[src/rtl/dist_search_if.sv]
// Bus between dist_search, the candidate library, dist_calc and the search requester.
// DIST_SEARCH_EARLY_EXIT_EN adds the early_thresh input.
interface dist_search_if #(
  parameter int IDX_W = 8
);
  logic                              start;
  logic [IDX_W-1:0]                  num_cand;
  logic [IDX_W-1:0]                  lib_addr;
  logic signed [0:1][0:1][0:1][18:0] lib_data;
  logic signed [0:1][0:1][0:1][18:0] mtx_b;
  logic                              calc_ready;
  logic                              calc_finished;
  logic [37:0]                       calc_dist2;
  logic                              busy;
  logic                              done;
  logic [IDX_W-1:0]                  best_idx;
  logic [37:0]                       best_dist2;
  logic                              found;
  logic                              timeout_err;
`ifdef DIST_SEARCH_EARLY_EXIT_EN
  logic [37:0]                       early_thresh;

  modport slave (
    input  start, num_cand, lib_data, calc_finished, calc_dist2, early_thresh,
    output lib_addr, mtx_b, calc_ready, busy, done, best_idx, best_dist2, found, timeout_err
  );
  modport master (
    output start, num_cand, lib_data, calc_finished, calc_dist2, early_thresh,
    input  lib_addr, mtx_b, calc_ready, busy, done, best_idx, best_dist2, found, timeout_err
  );
`else
  modport slave (
    input  start, num_cand, lib_data, calc_finished, calc_dist2,
    output lib_addr, mtx_b, calc_ready, busy, done, best_idx, best_dist2, found, timeout_err
  );
  modport master (
    output start, num_cand, lib_data, calc_finished, calc_dist2,
    input  lib_addr, mtx_b, calc_ready, busy, done, best_idx, best_dist2, found, timeout_err
  );
`endif
endinterface

[src/rtl/dist_search.sv]
// Sequencer for dist_calc: scans the candidate library and keeps the candidate with the largest dist2.
// Optional DIST_SEARCH_EARLY_EXIT_EN stops once the best dist2 reaches early_thresh.
module dist_search #(
  parameter int IDX_W   = 8,
  parameter int TIMEOUT = 15
) (
  input  logic         clk,
  input  logic         reset,
  dist_search_if.slave bus
);
  localparam int CW = $clog2(TIMEOUT + 1);

  typedef enum logic [2:0] {
    S_IDLE, S_FETCH, S_LOAD, S_ISSUE, S_WAIT, S_CMP, S_DONE
  } state_t;

  state_t                            state, nxt;
  logic [IDX_W-1:0]                  idx, n_q, best_idx;
  logic [37:0]                       dist_q, best_dist2, best_nxt;
  logic signed [0:1][0:1][0:1][18:0] mtx_q;
  logic [CW-1:0]                     wcnt;
  logic                              found, tmo_err;
  logic                              better, last, early, tmo_hit;

  // First compared candidate always wins; afterwards only a strictly larger dist2.
  assign better   = !found || (dist_q > best_dist2);
  assign best_nxt = better ? dist_q : best_dist2;
  assign last     = (idx == n_q - IDX_W'(1));
  assign tmo_hit  = !bus.calc_finished && (wcnt == CW'(TIMEOUT - 1));

`ifdef DIST_SEARCH_EARLY_EXIT_EN
  assign early = (best_nxt >= bus.early_thresh);
`else
  assign early = 1'b0;
`endif

  always_ff @(posedge clk or posedge reset) begin
    if (reset) state <= S_IDLE;
    else       state <= nxt;
  end

  always_comb begin
    nxt = state;
    case (state)
      S_IDLE:  if (bus.start) nxt = (bus.num_cand == '0) ? S_DONE : S_FETCH;
      S_FETCH: nxt = S_LOAD;
      S_LOAD:  nxt = S_ISSUE;
      S_ISSUE: nxt = S_WAIT;
      S_WAIT: begin
        if (bus.calc_finished) nxt = S_CMP;
        else if (tmo_hit)      nxt = S_DONE;
      end
      S_CMP:   nxt = (last || early) ? S_DONE : S_FETCH;
      S_DONE:  nxt = S_IDLE;
      default: nxt = S_IDLE;
    endcase
  end

  always_ff @(posedge clk or posedge reset) begin
    if (reset) begin
      idx        <= '0;
      n_q        <= '0;
      mtx_q      <= '0;
      dist_q     <= '0;
      wcnt       <= '0;
      best_idx   <= '0;
      best_dist2 <= '0;
      found      <= 1'b0;
      tmo_err    <= 1'b0;
    end else begin
      case (state)
        S_IDLE: if (bus.start) begin
          n_q        <= bus.num_cand;
          idx        <= '0;
          best_idx   <= '0;
          best_dist2 <= '0;
          found      <= 1'b0;
          tmo_err    <= 1'b0;
        end
        S_LOAD:  mtx_q <= bus.lib_data;
        S_ISSUE: wcnt  <= '0;
        S_WAIT: begin
          if (bus.calc_finished) dist_q <= bus.calc_dist2;
          else                   wcnt   <= wcnt + 1'b1;
          if (tmo_hit) tmo_err <= 1'b1;
        end
        S_CMP: begin
          if (better) begin
            best_idx   <= idx;
            best_dist2 <= best_nxt;
          end
          found <= 1'b1;
          if (nxt == S_FETCH) idx <= idx + 1'b1;
        end
        default: ;
      endcase
    end
  end

  // idx is a register, so the library address is stable from FETCH through LOAD.
  assign bus.lib_addr    = idx;
  assign bus.mtx_b       = mtx_q;
  assign bus.calc_ready  = (state == S_ISSUE);
  assign bus.busy        = (state != S_IDLE);
  assign bus.done        = (state == S_DONE);
  assign bus.best_idx    = best_idx;
  assign bus.best_dist2  = best_dist2;
  assign bus.found       = found;
  assign bus.timeout_err = tmo_err;
endmodule
[src/flat_wrapper.sv]
// flat-port wrapper written by rule: the top's interface ports become plain ports
module dist_search_flat 
#(
  parameter int IDX_W   = 8,
  parameter int TIMEOUT = 15
)
  (clk, reset, bus_start, bus_num_cand, bus_lib_data, bus_calc_finished, bus_calc_dist2, bus_lib_addr, bus_mtx_b, bus_calc_ready, bus_busy, bus_done, bus_best_idx, bus_best_dist2, bus_found, bus_timeout_err);
  dist_search_if #(.IDX_W(IDX_W)) bus_i ();
  input  logic clk;
  input  logic reset;
  input wire logic [$bits(bus_i.start)-1:0] bus_start;
  input wire logic [$bits(bus_i.num_cand)-1:0] bus_num_cand;
  input wire logic [$bits(bus_i.lib_data)-1:0] bus_lib_data;
  input wire logic [$bits(bus_i.calc_finished)-1:0] bus_calc_finished;
  input wire logic [$bits(bus_i.calc_dist2)-1:0] bus_calc_dist2;
  output wire logic [$bits(bus_i.lib_addr)-1:0] bus_lib_addr;
  output wire logic [$bits(bus_i.mtx_b)-1:0] bus_mtx_b;
  output wire logic [$bits(bus_i.calc_ready)-1:0] bus_calc_ready;
  output wire logic [$bits(bus_i.busy)-1:0] bus_busy;
  output wire logic [$bits(bus_i.done)-1:0] bus_done;
  output wire logic [$bits(bus_i.best_idx)-1:0] bus_best_idx;
  output wire logic [$bits(bus_i.best_dist2)-1:0] bus_best_dist2;
  output wire logic [$bits(bus_i.found)-1:0] bus_found;
  output wire logic [$bits(bus_i.timeout_err)-1:0] bus_timeout_err;
  assign bus_i.start = bus_start;
  assign bus_i.num_cand = bus_num_cand;
  assign bus_i.lib_data = bus_lib_data;
  assign bus_i.calc_finished = bus_calc_finished;
  assign bus_i.calc_dist2 = bus_calc_dist2;
  assign bus_lib_addr = bus_i.lib_addr;
  assign bus_mtx_b = bus_i.mtx_b;
  assign bus_calc_ready = bus_i.calc_ready;
  assign bus_busy = bus_i.busy;
  assign bus_done = bus_i.done;
  assign bus_best_idx = bus_i.best_idx;
  assign bus_best_dist2 = bus_i.best_dist2;
  assign bus_found = bus_i.found;
  assign bus_timeout_err = bus_i.timeout_err;
  dist_search #(.IDX_W(IDX_W), .TIMEOUT(TIMEOUT)) u_core (.clk(clk), .reset(reset), .bus(bus_i));
endmodule
[config.mk]
export PLATFORM = sky130hd
export DESIGN_NAME = dist_search_flat
export DESIGN_NICKNAME = d
export VERILOG_FILES = /design/src/rtl/dist_search_if.sv /design/src/rtl/dist_search.sv /design/src/flat_wrapper.sv
export SDC_FILE = /design/constraint.sdc
export NUM_CORES = 1
export LEC_CHECK = 0
export BUFFER_PORTS_ARGS = -buffer_cell sky130_fd_sc_hd__buf_2
export CELL_PAD_IN_SITES_DETAIL_PLACEMENT = 1
export CELL_PAD_IN_SITES_GLOBAL_PLACEMENT = 2
export CORE_ASPECT_RATIO = 1.75
export CORE_MARGIN = 3
export CORE_UTILIZATION = 32
export DETAILED_ROUTE_END_ITERATION = 10
export PLACE_DENSITY = 0.9
export SYNTH_ARGS = -nofsm -noshare
export SYNTH_HDL_FRONTEND = slang
export SYNTH_SLANG_ARGS = --single-unit
[constraint.sdc]
create_clock -name clk -period 11 [get_ports clk]
set_input_delay 2.2 -clock clk [delete_from_list [all_inputs] [get_ports clk]]
set_output_delay 2.2 -clock clk [all_outputs]
set_load 0.05 [all_outputs]
==> flow_metrics.py <==
metrics = {
    "final_layout": {
        "syn_to_final_growth_pct": 30.9,
        "multi_input_area_um2": 4310,
        "fillerInstances": 3782,
        "layout.nets": 1469,
        "layout-drive-gt1-share_pct": 53.7,
        "seq_area_um2": 6530,
    },
    "clocking": {
        "cts_tree": "built",
        "hold_buffers": 0,
        "cts.clk_slew.worst_paths_ps": 60,
        "cts_buffer_depth": 3,
        "post_cts_buffers": 0,
        "clk_latency_ps": 540,
        "root_buffer": "clkbuf_16",
        "htreeDepth": 1,
        "cts_resized": 0,
        "cts-buffers-inserted": 27,
        "clock-sinks": 261,
    },
    "logic_synthesis": {
        "syn-num-nets": 1065,
        "avgSynthCellArea_um2": 13.6,
        "ys_ff_latch": 261,
        "seq_area_frac_synth_pct": 58.5,
        "synthArstFlopShare_pct": 100,
        "netlist_area_um2": 11200,
        "yosysWarnings": 0,
        "synth_edf_count": 0,
        "yosysUniqueCellTypes": 50,
        "postSynthCellCount": 821,
        "synth_area_leaders": "dfrtp_1, mux2_2, ha_1, a32o_1, inv_1",
        "yosys.area.top_type": "dfrtp_1",
        "yosys_most_used_dff": "dfrtp_1",
        "synth_top_area_share_pct": 58.5,
    },
    "placement": {
        "place_hpwl_um": 27000,
        "gp_congestion": 0.816,
        "portBuffers": 412,
    },
    "outcome": {
        "status": "finished, final reports clean",
    },
    "sta": {
        "maxSlewViolCount": 0,
        "finClkSkew_ps": 16.1,
        "timing.final.crit_share_pct": 38.8,
        "worst_pin_slew_ps": 1020,
        "finalSetupViolations": 0,
        "rsz0062_at_grt": "no",
        "setup_tns_ps": 0,
        "fmaxAchievable_mhz": 235,
        "hold_viol": 0,
        "min_period_ps": 4260,
        "max_slew_margin_pct": 31.8,
    },
    "grt": {
        "overflow": 0,
        "grt_usage_pct": 18.7,
        "grt_pass1_wl_um": 54700,
        "grt_max_degree": 125,
        "antenna_found_initial": 8,
        "first_global_vias": 9615,
    },
    "floorplanning": {
        "placementRows": 89,
        "die_w_um": 147,
        "start_util_pct": 32.8,
        "core_um2": 34100,
        "dieArea_um2": 37300,
        "io_pins": 413,
        "dieHeight_um": 253,
    },
    "routing": {
        "wl_per_cell_um": 20.9,
        "vias": 8378,
        "firstDrtPassIters": 4,
        "initialDrtViolationCount": 284,
        "drc": 0,
        "ant_nets": 0,
        "via_per_inst": 4.93,
        "wl_um": 35600,
    },
    "critical_path": {
        "critPathKind": "input port to register",
        "cp-end-kind": "register",
        "crit_fanout": 35,
        "r2r_setup_slack_ps": 7720,
        "required_ps": 11470,
        "arrival_ps": 4730,
        "crit_path_start_kind": "input port",
    },
    "job": {
        "cap_viol_max_count": 0,
    },
    "hold_path": {
        "hold_path.class": "register to register",
    },
}
## critical path: stages
cell and delay, ps:
buf_2 110, inv_1 70, or2_2 320, o211ai_1 160
nor4b_1 700, o31ai_1 250, o211ai_4 250, buf_4 460
a32o_1 200
## routing by layer
layer  vias to the layer above  GRT usage, %  wire length [um]
met2                       335          35.7             19300
met1                      4188          18.2             11800
li1                       3769             -                 -
met3                        76          6.71              3150
met5                         -             0                81
met4                        10          7.17              1300
## worst paths after layout
path,to,from,cells after the start
worst min-delay path,u_core.bus.best_idx[6]$_DFFE_PP0P_,u_core.bus.best_idx[6]$_DFFE_PP0P_,1
max in group asynchronous,u_core.bus.mtx_b[105]$_DFFE_PP0P_,reset,3
min in group asynchronous,u_core.bus.mtx_b[92]$_DFFE_PP0P_,reset,2
worst max-delay path,u_core.bus.best_dist2[3]$_DFFE_PP0P_,bus_start,9
worst min register to register,u_core.bus.best_idx[6]$_DFFE_PP0P_,u_core.bus.best_idx[6]$_DFFE_PP0P_,1
worst max register to register,u_core.bus.best_dist2[3]$_DFFE_PP0P_,u_core.bus.best_dist2[29]$_DFFE_PP0P_,10
## area by class of cell
| class | count | area share, % |
|---|---|---|
| clock buffers | 38 | 5.18 |
| clock inverters | 9 | 0.865 |
| multi-input cells | 466 | 29.5 |
| flip-flops and latches | 261 | 44.7 |
| diodes | 3 | 0.0514 |
| repair buffers | 421 | 14.6 |
| inverters | 48 | 1.28 |
| well taps | 455 | 3.89 |
## stage by stage
stage	utilization, %	cell area [um^2]	instances	hold slack (ps)	worst slack, ps
final	42.9	14600	1701	486	6740
after global routing	42.9	14600	1701	511	6550
after CTS	42.9	14600	1698	489	6760
after detailed placement	40.3	13700	1651	473	6190
after global placement	40.3	13700	1651	472	6310
after floorplan	-	11200	821	467	1620
## sequential cells by signal (all words and copies together) (netlist names)
register                flops
u_core.state                3
u_core.bus.found            1
u_core.bus.best_dist2      38
u_core.dist_q              38
u_core.bus.lib_addr         8
u_core.bus.timeout_err      1
u_core.bus.best_idx         8
u_core.wcnt                 4
u_core.n_q                  8
u_core.bus.mtx_b          152
## kinds of logic (layout without fill, tap and decap cells)
kind of cell / after synthesis / after routing / share of synthesized area [%]
other cells: 0 / 3 / 0
mux: 190 / 190 / 19.2
simple gates: 112 / 112 / 5.38
buf+inv: 94 / 516 / 3.31
xor+xnor: 15 / 15 / 1.18
compound gates: 107 / 107 / 7.79
fa+ha+maj: 42 / 42 / 4.71
flops: 261 / 261 / 58.5
## Yosys cell counts, drive strengths merged (2+ instances only)
master  number
nor4         5
a32o        46
nor3         6
nand2b       2
a31oi        2
o31ai        6
mux2       190
or3          4
a21o         2
inv         48
dfrtp      261
xor2         5
or2          2
nand4       10
buf          9
and4         2
a21oi       19
o211ai       6
clkbuf      37
nand2       37
o21ai       15
nor3b        3
xnor2       10
or4          3
nor2        16
nand3       15
and3         2
ha          42
## placed cells by master, fill, tap and decap left out, types with 5 or more instances in the layout
cell and count:
o31ai_1 6, nand2_1 37, o21ai_0 15, ha_1 42, buf_2 412, nand4_1 10
nor3_1 6, xnor2_1 10, clkbuf_16 27, clkbuf_1 7, dfrtp_1 261, buf_4 9
mux2_2 190, inv_1 47, nand3_1 14, a32o_1 46, xor2_1 5, a21oi_1 19
nor2_1 16
Power is not shown: default switching activity piles up to over one toggle a cycle in this logic, so the estimate is an artifact.
